## src/rtl/mc_control.sv

```systemverilog
// Multicycle RV32 control FSM: FETCH/DECODE/EXEC/MEM/WB/TRAP, outputs decoded from state and instr.
// Optional MC_CONTROL_PERF_EN adds cycle_cnt/instret_cnt performance counters.
module mc_control (
  input  logic        clk,
  input  logic        rst_n,
  input  logic [31:0] instr,
  input  logic        branch_taken,
  input  logic        mem_ready,
  output logic        mem_req,
  output logic        mem_we,
  output logic        addr_sel,
  output logic        ir_we,
  output logic        pc_we,
  output logic        pc_sel,
  output logic [2:0]  imm_select,
  output logic [1:0]  alu_src_a,
  output logic        alu_src_b,
  output logic [1:0]  alu_op,
  output logic        reg_we,
  output logic [1:0]  wb_sel,
  output logic        halted
`ifdef MC_CONTROL_PERF_EN
  ,
  output logic [31:0] cycle_cnt,
  output logic [31:0] instret_cnt
`endif
);

  typedef enum logic [2:0] {FETCH, DECODE, EXEC, MEM, WB, TRAP} state_t;

  localparam logic [6:0] OP_R      = 7'b0110011;
  localparam logic [6:0] OP_I      = 7'b0010011;
  localparam logic [6:0] OP_LOAD   = 7'b0000011;
  localparam logic [6:0] OP_STORE  = 7'b0100011;
  localparam logic [6:0] OP_BRANCH = 7'b1100011;
  localparam logic [6:0] OP_JAL    = 7'b1101111;
  localparam logic [6:0] OP_JALR   = 7'b1100111;
  localparam logic [6:0] OP_LUI    = 7'b0110111;
  localparam logic [6:0] OP_AUIPC  = 7'b0010111;
  localparam logic [6:0] OP_FENCE  = 7'b0001111;

  state_t state, state_nx;

  logic [6:0] opc;
  logic       is_r, is_i, is_load, is_store, is_branch, is_jal, is_jalr;
  logic       is_lui, is_auipc, is_fence, supported, active;
  logic       unused_instr;

  assign opc          = instr[6:0];
  assign unused_instr = ^instr[31:7];
  assign is_r         = (opc == OP_R);
  assign is_i         = (opc == OP_I);
  assign is_load      = (opc == OP_LOAD);
  assign is_store     = (opc == OP_STORE);
  assign is_branch    = (opc == OP_BRANCH);
  assign is_jal       = (opc == OP_JAL);
  assign is_jalr      = (opc == OP_JALR);
  assign is_lui       = (opc == OP_LUI);
  assign is_auipc     = (opc == OP_AUIPC);
  assign is_fence     = (opc == OP_FENCE);
  assign supported    = is_r | is_i | is_load | is_store | is_branch | is_jal |
                        is_jalr | is_lui | is_auipc | is_fence;
  assign active       = (state == DECODE) || (state == EXEC) || (state == MEM) || (state == WB);

  always_ff @(posedge clk or negedge rst_n) begin
    if (!rst_n) state <= FETCH;
    else        state <= state_nx;
  end

  always_comb begin
    state_nx   = state;
    mem_req    = 1'b0;
    mem_we     = 1'b0;
    addr_sel   = 1'b0;
    ir_we      = 1'b0;
    pc_we      = 1'b0;
    pc_sel     = 1'b0;
    imm_select = 3'b000;
    alu_src_a  = 2'd0;
    alu_src_b  = 1'b0;
    alu_op     = 2'b00;
    reg_we     = 1'b0;
    wb_sel     = 2'd0;
    halted     = 1'b0;

    case (state)
      FETCH: begin
        mem_req = 1'b1;
        if (mem_ready) begin
          ir_we    = 1'b1;
          state_nx = DECODE;
        end
      end
      DECODE: state_nx = supported ? EXEC : TRAP;
      EXEC: begin
        if (is_branch) begin
          pc_we    = 1'b1;
          pc_sel   = branch_taken;
          state_nx = FETCH;
        end else if (is_fence) begin
          pc_we    = 1'b1;
          state_nx = FETCH;
        end else if (is_load || is_store) begin
          state_nx = MEM;
        end else begin
          state_nx = WB;
        end
      end
      MEM: begin
        mem_req  = 1'b1;
        addr_sel = 1'b1;
        mem_we   = is_store;
        if (mem_ready) begin
          if (is_store) begin
            pc_we    = 1'b1;
            state_nx = FETCH;
          end else begin
            state_nx = WB;
          end
        end
      end
      WB: begin
        reg_we   = 1'b1;
        pc_we    = 1'b1;
        pc_sel   = is_jal | is_jalr;
        wb_sel   = (is_jal || is_jalr) ? 2'd2 : (is_load ? 2'd1 : 2'd0);
        state_nx = FETCH;
      end
      TRAP: halted = 1'b1;
      default: state_nx = FETCH;
    endcase

    // Datapath selects are held steady for the whole instruction once decoded.
    if (active) begin
      if (is_i || is_load || is_jalr)  imm_select = 3'b000;
      else if (is_store)               imm_select = 3'b001;
      else if (is_branch)              imm_select = 3'b010;
      else if (is_jal)                 imm_select = 3'b011;
      else if (is_lui || is_auipc)     imm_select = 3'b100;

      // Branch target (PC+imm) is formed in DECODE; EXEC reuses the ALU to compare rs1/rs2.
      if (is_lui)                                   alu_src_a = 2'd2;
      else if (is_auipc || is_jal)                  alu_src_a = 2'd1;
      else if (is_branch && state == DECODE)        alu_src_a = 2'd1;

      alu_src_b = !(is_r || is_branch);

      if (is_branch && state == EXEC) alu_op = 2'b01;
      else if (is_r || is_i)          alu_op = 2'b10;
    end

    // Reset forces every output low without waiting for a clock edge.
    if (!rst_n) begin
      mem_req    = 1'b0;
      mem_we     = 1'b0;
      addr_sel   = 1'b0;
      ir_we      = 1'b0;
      pc_we      = 1'b0;
      pc_sel     = 1'b0;
      imm_select = 3'b000;
      alu_src_a  = 2'd0;
      alu_src_b  = 1'b0;
      alu_op     = 2'b00;
      reg_we     = 1'b0;
      wb_sel     = 2'd0;
      halted     = 1'b0;
    end
  end

`ifdef MC_CONTROL_PERF_EN
  always_ff @(posedge clk or negedge rst_n) begin
    if (!rst_n) begin
      cycle_cnt   <= 32'd0;
      instret_cnt <= 32'd0;
    end else if (state != TRAP) begin
      cycle_cnt <= cycle_cnt + 32'd1;
      if (pc_we) instret_cnt <= instret_cnt + 32'd1;
    end
  end
`endif

endmodule

```

## config.mk

```make
export PLATFORM = sky130hd
export DESIGN_NAME = mc_control
export DESIGN_NICKNAME = d
export VERILOG_FILES = /design/src/rtl/mc_control.sv
export SDC_FILE = /design/constraint.sdc
export NUM_CORES = 1
export LEC_CHECK = 0
export ABC_CLOCK_PERIOD_IN_PS = 1500
export BUFFER_PORTS_ARGS = -buffer_cell sky130_fd_sc_hd__buf_2
export CORE_MARGIN = 1.5
export CORE_UTILIZATION = 34
export DETAILED_ROUTE_END_ITERATION = 6
export PLACE_DENSITY = 0.84
export SYNTH_ARGS = -nofsm -noshare
export SYNTH_HDL_FRONTEND = slang
export SYNTH_SLANG_ARGS = --single-unit
```

## constraint.sdc

```tcl
create_clock -name clk -period 1.5 [get_ports clk]
set_clock_uncertainty 0.2 [all_clocks]
set_input_delay 0.075 -clock clk [delete_from_list [all_inputs] [get_ports clk]]
set_output_delay 0.075 -clock clk [all_outputs]
set_load 0.05 [all_outputs]
```

# ---- After elaboration in Yosys (flattened, before gate mapping)
# Cells that the tools add are included.
dict set report op_classes {
  n_eq_ne 17
  mux 52
  bitwise 11
  reduce_logical 17
}
# operator count
set ops {}
lappend ops {{3-bit two-way mux} 14}
lappend ops {{1-bit two-way mux} 25}
lappend ops {{7-bit by 6-bit equality test with 1-bit output (second input constant)} 3}
lappend ops {{7-bit equality test (second input constant)} 3}
lappend ops {{2-bit two-way mux} 10}
lappend ops {{3-bit case mux with 5 select lines} 1}
lappend ops {{7-bit by 5-bit equality test with 1-bit output (second input constant)} 2}
lappend ops {{1-bit logical OR} 11}
lappend ops {{1-bit OR} 10}
lappend ops {{7-bit by 2-bit equality test with 1-bit output (second input constant)} 1}
lappend ops {{7-bit by 4-bit equality test with 1-bit output (second input constant)} 1}
lappend ops {{3-bit by 2-bit equality test with 1-bit output (second input constant)} 2}
lappend ops {{3-bit equality test (second input constant)} 2}
lappend ops {{2-bit inequality test (second input constant)} 2}
lappend ops {{3-bit by 1-bit equality test with 1-bit output (second input constant)} 1}
lappend ops {{3-bit zero test} 1}
lappend ops {{1-bit case mux with 3 select lines} 1}
lappend ops {{3-bit AND reduction} 1}
lappend ops {{1-bit logical AND} 2}
lappend ops {{1-bit case mux with 2 select lines} 1}
lappend ops {{2-bit OR reduction} 1}
lappend ops {{1-bit zero test} 1}
lappend ops {{1-bit inverter} 1}
dict set report word_totals {
  register_bits 3
}

# ---- Depth between registers and ports, before layout
# Gate-level depths: netlist of the first run.
dict set report depth {
  depth_word 12
  ltp_mapped 5
  depth_no_buf 4
}

# ---- Worst setup path after synthesis of the first run
# OpenSTA, ideal clock, no wires.
dict set report synth_path {
  path_kind {reg2out}
  startpoint {register state[2]}
  endpoint {output port imm_select[1]}
  setup_slack_ns -1.470
  arrival_ns 2.695
  path_stages_with_launch 6
  cell_sequence {dfrtp_1 -> clkbuf_1 -> o21ai_1 -> nand3_1 -> o21bai_1 -> a2111oi_1}
}
dict set report synth_via {
  elab_chain_len 6
  word_cells_on_any_way 9
  cone_classes {4 x eq/ne; 2 x mux; 3 x reduce/logical}
}
# item line_no
set synth_rtl {}
lappend synth_rtl {{start: declaration} 42} ;# state_t state, state_nx;
lappend synth_rtl {{start signal: assignment} 67} ;# else state <= state_nx;
lappend synth_rtl {{3-bit by 1-bit equality test with 1-bit output or 3-bit by 2-bit equality test with 1-bit output (tied branches)} 63} ;# assign active = (state == DECODE) || (state == EXEC) || (state == MEM) || (state == WB);
lappend synth_rtl {{1-bit logical OR (2 in a row)} 63}
lappend synth_rtl {{1-bit logical OR *} 63}
lappend synth_rtl {{3-bit two-way mux *} 134} ;# if (active) begin
lappend synth_rtl {{3-bit two-way mux *} 153} ;# if (!rst_n) begin
lappend synth_rtl {{end: declaration} 15} ;# output logic [2:0] imm_select,
# Every way passes the cells marked *; elsewhere a longest branch is shown, timed or not.

# ---- Final worst setup path of the first run
dict set report layout_path {
  startpoint {register state[1]}
  endpoint {output port imm_select[0]}
}
# The elaborated chain is that of the path after synthesis.

==> reports/results.ini, run 1 <==
[status]
status = complete, but fails checks
violations = setup timing

[floorplanning]
io_pins = 54
die_y_um = 46.6
die_w_um = 46.6
core_um2 = 1760
start_util_pct = 36.7
row_count = 15
dieArea_um2 = 2170

[critical_path]
reg2reg_to = state[0]$_DFFE_PN0P_
startpoint_type = flop
criticalPathCategory = reg -> out
crit_start = state[1]$_DFFE_PN0P_
required_ns = 1.22
cp-end-kind = output port
r2r_cells = 4
crit_fanout = 5
crit_end = imm_select[0]
rrSetupSlack_ns = -0.19
r2r_start = state[0]$_DFFE_PN0P_
cp.arrival_ns = 1.64

[final_layout]
area_growth_pct = 133
biggestRegsByFlops = state (3)
top_register = state
largest_reg_flops = 3
n_antenna_cell = 0
drive_gt1_share_pct = 69.0
nNetsFinal = 192

[detailed_routing]
num_vias = 990
drc = 0
post_drt_wl_per_cell_um = 16.0
dr.pass1.iters = 4
antenna_left = 0
first_iter_violations = 21
finalWirelength_um = 2890
viasPerCell = 5.50

[clock_network]
clkTransAtPathRegs_ns = 0.05
ctsRootBufferMaster = clkbuf_4
clk_latency_ns = 0.25
tritoncts = done
h-tree-depth = 1
clockBufferDepth = 2
clkSinkCount = 3
cts_buffers = 3

[timing]
worstMarginPinSlew_ns = 0.313
period_share_pct = 128
fmax_ghz = 0.523
hold_ws_ns = 0.0719
period_minus_slack_ns = 1.91
slew_violations = 0
finalSetupViolations = 21
slew_headroom_pct = 79.1
setup_ws_ns = -0.413
hold_viol_final = 0
fin_setup_tns_ns = -5.09
rsz0062_at_grt = true

[place]
hpwl_um = 2000
gp_congestion = 0.855
port_buffers = 28

[logic_synthesis]
yosysUniqueCellTypes = 44
yosysSeqAreaShare_pct = 11.6
synth_edf_count = 0
synthMostInstantiatedCell = nor2_1
synth_nets = 126
synthTopCellsByArea = dfrtp_1, nor2_1, nand2b_1
synth_seq_cells = 3
synthTopCellsByCount = nor2_1, nand2b_1, nand3_1, nor3_1, o21ai_1
synth_top_area_cell = dfrtp_1
synth_top_area_share_pct = 11.6
ys_dominant_reg_cell = dfrtp_1
syn_inst = 90
ys_warn_count = 0
syn_area_um2 = 647
syn_avg_cell_area_um2 = 7.19
synthArstFlopShare_pct = 100

[pwr]
totalPowerFinal_mw = 1.58
peakVddDrop_uv = 850
powerDensity_nw_per_um2 = 1050
p_leak_nw = 0.673

[global_route]
antenna_found_initial = 0
track_usage_pct = 28.7
grt_start_max_net_pins = 13
first_global_vias = 976
grt_pass1_wl_um = 4350
grt.overflow.total = 0

[worst_hold_path]
hold_class = in -> async

[run]
maxCapViolCount = 0

cells in the final DEF (no fill, tap or decap), types with 2 or more instances in the layout:
cell	synthesis	routed
nor2b_1	4	3
nor2_2	0	3
a21oi_1	3	2
nor2_4	0	3
and4bb_1	2	2
buf_2	3	10
o21ai_1	5	4
o211ai_1	2	2
nor3_1	5	3
buf_4	0	32
nand2_1	4	3
dfrtp_2	0	2
clkbuf_4	1	3
nand2b_1	5	2
nand3_1	5	2
buf_8	0	5
and3b_1	3	3
o32a_1	2	2
o21ai_2	0	2
nand3_2	0	3
nor4b_4	0	2
nand2b_4	0	3
nor3_4	0	2
buf_6	0	20
nor2_1	9	3
worst max-delay path, stage by stage (launching register included):
cell and delay (ns):
dfrtp_2 0.44, or3_1 0.40, nand3_2 0.09, o21bai_4 0.15, buf_6 0.13, nor2_2 0.04
buf_6 0.15
what timing repair did:
item,in CTS,in global routing
hold buffers,1,0
hold endpoints to repair,3,0
gates resized for setup,59,11
pin swaps,15,7
cloned,0,0
buffers inserted,7,2
endpoints found under the setup margin,21,21
metrics by stage:
step           setup WS (ns)  area (um2)  utilization (%)  cells
6_report              -0.413        1510             85.3    180
3_5_place_dp          -0.272        1170             66.6    168
5_1_grt               -0.438        1510             85.3    180
3_3_place_gp          -0.248        1170             66.6    168
2_1_floorplan         -0.475         815                -     90
4_1_cts               -0.376        1450             82.4    179
cells by family after synthesis:
group | count (synthesis) | synth area share [%]
and+or+nand+nor | 54 | 54.7
AOI/OAI and AO/OA | 23 | 25.1
xor gates and xnor gates | 2 | 2.71
buffers and inverters | 8 | 5.80
DFF | 3 | 11.6
layer usage:
layer,track usage [%],share of wire [%]
met3,4.71,4.7
met1,30.3,37
met4,13.3,2.9
met2,54.2,55
met5,0,0
how the worst min path moves through the flow:
stage,from,to,slack (ns)
after floorplan,rst_n,state[0]$_DFFE_PN0P_,-0.42
after global placement,rst_n,state[1]$_DFFE_PN0P_,-0.30
after detailed placement,rst_n,state[1]$_DFFE_PN0P_,-0.30
after CTS,rst_n,state[2]$_DFFE_PN0P_,0.07
after global routing,mem_ready,state[2]$_DFFE_PN0P_,0.09
final,rst_n,state[2]$_DFFE_PN0P_,0.07
report_power, final:
group	switching, mW	total (mW)	internal [mW]
Clock	0.0582	0.159	0.101
Combinational	0.644	1.27	0.631
Sequential	0.0388	0.150	0.111
area by class of cell:
cell class,count,area [um2]
clock buffers,4,26.3
multi-input cells,79,766
repair buffers,68,601
flip-flops and latches,3,77.6
inverters,1,3.75
fillers,106,259
well taps,25,31.3
Power figures use the tool's default switching activity.
==> run 2, diff against run 1 <==
--- a/config.mk
+++ b/config.mk
@@ -9,8 +9,11 @@
 export BUFFER_PORTS_ARGS = -buffer_cell sky130_fd_sc_hd__buf_2
 export CORE_MARGIN = 1.5
 export CORE_UTILIZATION = 34
+export CTS_CLUSTER_DIAMETER = 80
 export DETAILED_ROUTE_END_ITERATION = 6
+export GPL_TIMING_DRIVEN = 0
 export PLACE_DENSITY = 0.84
+export RECOVER_POWER = 100
 export SYNTH_ARGS = -nofsm -noshare
 export SYNTH_HDL_FRONTEND = slang
 export SYNTH_SLANG_ARGS = --single-unit
==> reports/results.ini, run 2 (same netlist as run 1, synthesis figures left out) <==
[global_route]
antenna_found_initial = 0  ; unchanged
grt_start_max_net_pins = 11  ; -2
grt_pass1_wl_um = 3970  ; -8.7%
track_usage_pct = 25.4  ; -3.2 points
grt.overflow.total = 0  ; unchanged
first_global_vias = 861  ; -12%

[pwr]
comb_power_share_pct = 79.9  ; -0.6 points
powerDensity_nw_per_um2 = 1080  ; +3.0%
p_switching_mw = 0.743  ; +0.26%
p_seq_share_pct = 10.5  ; +1.0 points
p_leak_nw = 0.570  ; -15%
pwr-share-clk_pct = 9.6  ; -0.4 points
internal_power_mw = 0.751  ; -11%
peakVddDrop_uv = 806  ; -5.2%
swShare_pct = 49.7  ; +2.9 points

[timing]
period_minus_slack_ns = 1.88  ; -0.0283 ns
hold_viol_final = 0  ; unchanged
rsz0062_at_grt = true
setup_ws_ns = -0.384  ; +0.0283 ns
finalSetupViolations = 21  ; unchanged
slew_violations = 0  ; unchanged
fmax_ghz = 0.531  ; +1.5%
worstMarginPinSlew_ns = 0.326  ; +0.0128 ns
slew_headroom_pct = 78.2  ; -0.91 points
hold_ws_ns = 0.0894  ; +0.0175 ns
period_share_pct = 126  ; -1.9 points

[floorplanning]
start_util_pct = 36.7  ; unchanged
dieArea_um2 = 2170  ; unchanged
core_um2 = 1760  ; unchanged
io_pins = 54  ; unchanged
die_y_um = 46.6  ; unchanged
row_count = 15  ; unchanged
die_w_um = 46.6  ; unchanged

[clock_network]
tritoncts = done
h-tree-depth = 1  ; unchanged
clkTransAtPathRegs_ns = 0.04  ; about the same
ctsRootBufferMaster = clkbuf_4
clockBufferDepth = 2  ; unchanged
cts_buffers = 3  ; unchanged
clk_latency_ns = 0.23  ; -0.02 ns
clkSinkCount = 3  ; unchanged

[final_layout]
nNetsFinal = 169  ; -12%
area_growth_pct = 113
drive_gt1_share_pct = 62.1  ; -6.9 points
fin_cells = 157  ; -13%
biggestRegsByFlops = state (3)
final_cell_mix = buf_6, buf_2, buf_8
fill_cells = 118  ; +11%
multi_input_area_um2 = 801  ; +4.6%
n_antenna_cell = 0  ; unchanged
final_common_cell = buf_6
largest_reg_flops = 3  ; unchanged
top_register = state
seq_area_um2 = 76.3  ; -1.6%

[place]
hpwl_um = 1530  ; -24%
dpl.cell_count = 142  ; -15%
gp_congestion = 0.871  ; +1.8%
port_buffers = 27  ; -3.6%

[detailed_routing]
viasPerCell = 5.85  ; +6.4%
dr.pass1.iters = 4  ; unchanged
finalWirelength_um = 2780  ; -3.8%
num_vias = 919  ; -7.2%
drc = 0  ; unchanged
antenna_left = 0  ; unchanged
post_drt_wl_per_cell_um = 17.7  ; +10%
first_iter_violations = 21  ; unchanged

[critical_path]
required_ns = 1.22  ; about the same
startpoint_type = flop
cp.arrival_ns = 1.61  ; -0.03 ns
criticalPathCategory = reg -> out
crit_fanout = 3  ; -2
cp_cell_sequence = buf_4, nor2b_4, nand3_4, o221ai_2, and3_4, buf_8
slowest_stage = dfrtp_1
cp-end-kind = output port
max_stage_delay_ns = 0.42  ; -0.02 ns

[status]
violations = setup timing
status = complete, but fails checks

[worst_hold_path]
hold_class = in -> reg

[run]
maxCapViolCount = 0  ; unchanged

run 2: cell count changes in the layout (fill, tap and decap cells not counted), moves of 2 or more:
cell / change
buf_4: -26
buf_6: -4
nand3_2: -3
buf_8: +2
nand3_4: +2
o21ai_2: -2
run 2: power by group through the flow:
stage	clock network, mW	logic [mW]	registers (mW)
after floorplan	0	0.619	0.129
after global placement	0	0.734	0.132
after detailed placement	0	0.752	0.133
after CTS	0.148	1.09	0.141
after global routing	0.154	1.24	0.159
final	0.144	1.19	0.157
run 2: worst max-delay path: cells and delay by family (launching register included):
kind            cells  cell delay [ns]
buf+inv             2             0.31
compound gates      1             0.20
simple gates        3             0.45
flops               1             0.42
run 2: worst paths after layout:
path / start / endpoint / slack [ns] / cells past startpoint
max in group asynchronous: rst_n / state[0]$_DFFE_PN0P_ / 0.78 / 2
min in group asynchronous: rst_n / state[2]$_DFFE_PN0P_ / 0.14 / 2
worst min-delay path: mem_ready / state[0]$_DFFE_PN0P_ / 0.09 / 3
worst min register to register: state[1]$_DFFE_PN0P_ / state[0]$_DFFE_PN0P_ / 0.62 / 4
worst max-delay path: state[2]$_DFFE_PN0P_ / pc_we / -0.38 / 6
worst max register to register: state[1]$_DFFE_PN0P_ / state[2]$_DFFE_PN0P_ / -0.23 / 6
run 2: timing repair:
item                       4_1_cts  5_1_grt
hold endpoints to repair         3        0
setup endpoints to repair       21       21
pin swaps                       13        8
resized for setup               57       15
buffers inserted                 9        2
hold buffers                     1        0
run 2: cell type report:
class | count | share of cell area (%)
multi-input combinational | 79 | 58.1
timing repair buffer | 38 | 27.5
sequential | 3 | 5.54
buffer | 7 | 4.45
tap | 25 | 2.27
clock buffer | 4 | 1.91
inverter | 1 | 0.272
run 2: per-layer routing:
metal | part of all wire, % | vias to the layer above | GRT usage (%)
li1 | - | 426 | -
met2 | 52 | 45 | 46.4
met3 | 6.0 | 4 | 4.31
met5 | 0 | - | 0
met4 | 0.97 | 0 | 7.78
met1 | 41 | 444 | 29.9
run 2: stage by stage:
stage / utilization, % / area [um2] / power [mW] / worst slack (ns) / setup TNS, ns
4_1_cts: 74.3 / 1310 / 1.38 / -0.375 / -4.99
6_report: 78.2 / 1380 / 1.49 / -0.384 / -5.66
2_1_floorplan: - / 815 / 0.748 / -0.475 / -3.47
3_3_place_gp: 55.6 / 981 / 0.866 / -0.437 / -3.18
5_1_grt: 78.2 / 1380 / 1.56 / -0.444 / -6.66
3_5_place_dp: 55.6 / 981 / 0.885 / -0.453 / -3.69
==> run 3, diff against run 2 <==
--- a/config.mk
+++ b/config.mk
@@ -5,10 +5,11 @@
 export SDC_FILE = /design/constraint.sdc
 export NUM_CORES = 1
 export LEC_CHECK = 0
+export ABC_AREA = 1
 export ABC_CLOCK_PERIOD_IN_PS = 1500
 export BUFFER_PORTS_ARGS = -buffer_cell sky130_fd_sc_hd__buf_2
 export CORE_MARGIN = 1.5
-export CORE_UTILIZATION = 34
+export CORE_UTILIZATION = 32
 export CTS_CLUSTER_DIAMETER = 80
 export DETAILED_ROUTE_END_ITERATION = 6
 export GPL_TIMING_DRIVEN = 0
==> reports/results.ini, run 3 <==
[global_route]
antenna_found_initial = 0  ; unchanged
grt_start_max_net_pins = 10  ; -1
grt_use_met2_pct = 37.7  ; -8.7 points
grt_busiest_layer = met2
track_usage_pct = 19.9  ; -5.6 points
grt_pass1_wl_um = 3040  ; -23%
first_global_vias = 818  ; -5.0%
grtUsageMet3_pct = 0.800  ; -3.5 points
grt.met1_usage_pct = 23.2  ; -6.7 points
grt.overflow.total = 0  ; unchanged

[final_layout]
top_register = state
n_antenna_cell = 0  ; unchanged
final_cell_area_um2 = 1180  ; -15%
biggestRegsByFlops = state (3)
seq_area_um2 = 77.6  ; +1.6%
fill_cells = 124  ; +5.1%
final_cell_mix = nand2_1, nor2_1, buf_6
postLayoutCoreUtil_pct = 69.7  ; -8.5 points
drive_gt1_share_pct = 58.0  ; -4.1 points
largest_reg_flops = 3  ; unchanged
final_common_cell = nand2_1
area_growth_pct = 108
nNetsFinal = 187  ; +11%
multi_input_area_um2 = 618  ; -23%

[detailed_routing]
antenna_left = 0  ; unchanged
dr.pass1.iters = 4  ; unchanged
post_drt_wl_per_cell_um = 11.7  ; -34%
first_iter_violations = 12  ; -43%
num_vias = 831  ; -9.6%
viasPerCell = 4.98  ; -15%
finalWirelength_um = 1950  ; -30%
drc = 0  ; unchanged

[critical_path]
cp.arrival_ns = 1.68  ; +0.07 ns
criticalPathCategory = reg -> out
required_ns = 1.22  ; about the same
cp-end-kind = output port
startpoint_type = flop
crit_fanout = 3  ; unchanged

[logic_synthesis]
syn_avg_cell_area_um2 = 5.30  ; -26%
synth_edf_count = 0  ; unchanged
ys_warn_count = 0  ; unchanged
synth_top_area_cell = nand2_1
yosysUniqueCellTypes = 22  ; -50%
synth_seq_cells = 3  ; unchanged
synthTopCellsByCount = nand2_1, nor2_1, inv_1, inv_2, nor3_1
synth_nets = 143  ; +13%
ys_dominant_reg_cell = dfrtp_1
syn_inst = 107  ; +19%
synth_top_area_share_pct = 18.5  ; +6.9 points
synthTopCellsByArea = nand2_1, nor2_1, dfrtp_1
yosysSeqAreaShare_pct = 13.2  ; +1.6 points
syn_area_um2 = 567  ; -12%
synthMostInstantiatedCell = nand2_1
synthArstFlopShare_pct = 100  ; unchanged

[floorplanning]
die_w_um = 45.1  ; -3.3%
row_count = 15  ; unchanged
dieArea_um2 = 2030  ; -6.5%
die_y_um = 45.1  ; -3.3%
start_util_pct = 33.6  ; -3.1 points
core_um2 = 1690  ; -4.3%
io_pins = 54  ; unchanged

[place]
gp_congestion = 0.772  ; -11%
port_buffers = 28  ; +3.7%
hpwl_um = 1350  ; -12%
place_area_um2 = 882  ; -10%

[timing]
period_minus_slack_ns = 1.95  ; +0.0681 ns
setup_ws_ns = -0.453  ; -0.0681 ns
worstMarginPinSlew_ns = 0.683  ; +0.357 ns
period_share_pct = 130  ; +4.5 points
slew_violations = 0  ; unchanged
slew_headroom_pct = 54.0  ; -24 points
hold_ws_ns = 0.00353  ; -0.0859 ns
fmax_ghz = 0.512  ; -3.5%
rsz0062_at_grt = true
finalSetupViolations = 20  ; -4.8%
hold_viol_final = 0  ; unchanged

[pwr]
powerDensity_nw_per_um2 = 1070  ; -1.6%
peakVddDrop_uv = 534  ; -34%
totalPowerFinal_mw = 1.26  ; -16%
p_leak_nw = 0.517  ; -9.4%

[clock_network]
clockBufferDepth = 2  ; unchanged
cts_buffers = 3  ; unchanged
h-tree-depth = 1  ; unchanged
clkTransAtPathRegs_ns = 0.04  ; about the same
ctsRootBufferMaster = clkbuf_4
clk_latency_ns = 0.23  ; about the same
tritoncts = done
clkSinkCount = 3  ; unchanged

[run]
maxCapViolCount = 0  ; unchanged

[status]
violations = setup timing
status = complete, but fails checks

[worst_hold_path]
hold_class = in -> async

-- run 3: cell count changes in the layout (fill, tap and decap cells not counted), sizes merged, moves of 3 or more --
cell	change
clkbuf	-3
buf	-4
and3b	-3
nand2b	-5
nor2b	-4
nor2	+20
inv	+16
nand2	+28
-- run 3: final timing paths --
kind	endpoint	slack [ns]	startpoint	cells past startpoint
worst max-delay path	imm_select[0]	-0.45	state[1]$_DFFE_PN0P_	8
worst min-delay path	state[1]$_DFFE_PN0P_	0.004	rst_n	2
worst max register to register	state[0]$_DFFE_PN0P_	-0.12	state[1]$_DFFE_PN0P_	8
worst min register to register	state[2]$_DFFE_PN0P_	0.47	state[2]$_DFFE_PN0P_	3
max in group asynchronous	state[0]$_DFFE_PN0P_	0.93	rst_n	2
min in group clk	state[2]$_DFFE_PN0P_	0.12	mem_ready	5
-- run 3: layer usage --
metal / up-vias / wire length, um
li1: 419 / -
met4: 0 / 10
met5: - / 0
met2: 29 / 1090
met3: 2 / 89
met1: 381 / 758
-- run 3: through the flow --
stage          std cells  TNS, ns  setup WS (ns)
2_1_floorplan        107    -2.20         -0.285
3_3_place_gp         152    -2.57         -0.406
3_5_place_dp         152    -3.31         -0.477
4_1_cts              164    -4.43         -0.388
5_1_grt              167    -6.83         -0.523
6_report             167    -5.34         -0.453
-- run 3: cell families (layout without fill, tap and decap cells) --
family | count (synthesis) | in the layout | synth area share [%]
AND/OR/NAND/NOR | 73 | 73 | 60.5
flip-flops | 3 | 3 | 13.2
AO/OA/AOI/OAI | 12 | 12 | 13.5
buffers and inverters | 19 | 62 | 12.8
-- run 3: report_power, final --
part | switching (mW) | internal [mW] | total, mW
clock | 0.0431 | 0.0998 | 0.143
sequential | 0.0477 | 0.113 | 0.160
combinational | 0.576 | 0.376 | 0.952
total | 0.666 | 0.589 | 1.26
-- run 3: area by class of cell --
class	count	share of cell area (%)
Sequential cell	3	6.59
Timing Repair Buffer	39	30.3
Clock buffer	4	2.23
Tap cell	17	1.81
Inverter	19	6.59
Multi-Input combinational cell	85	52.5
-- run 3: repair_timing --
| item | 4_1_cts | 5_1_grt |
|---|---|---|
| endpoints found under the hold margin | 4 | 0 |
| hold buffers | 2 | 0 |
| endpoints found under the setup margin | 20 | 20 |
| setup buffers | 6 | 3 |
| resized for setup | 44 | 9 |
| pin swaps | 5 | 4 |
-- run 3: critical path: stages, from the launching register on --
cell     delay (ns)
dfrtp_1        0.41
nor2_4         0.15
nand2_2        0.08
a21oi_2        0.19
inv_2          0.10
nor2_4         0.11
o21ai_4        0.10
a21oi_4        0.13
buf_6          0.17
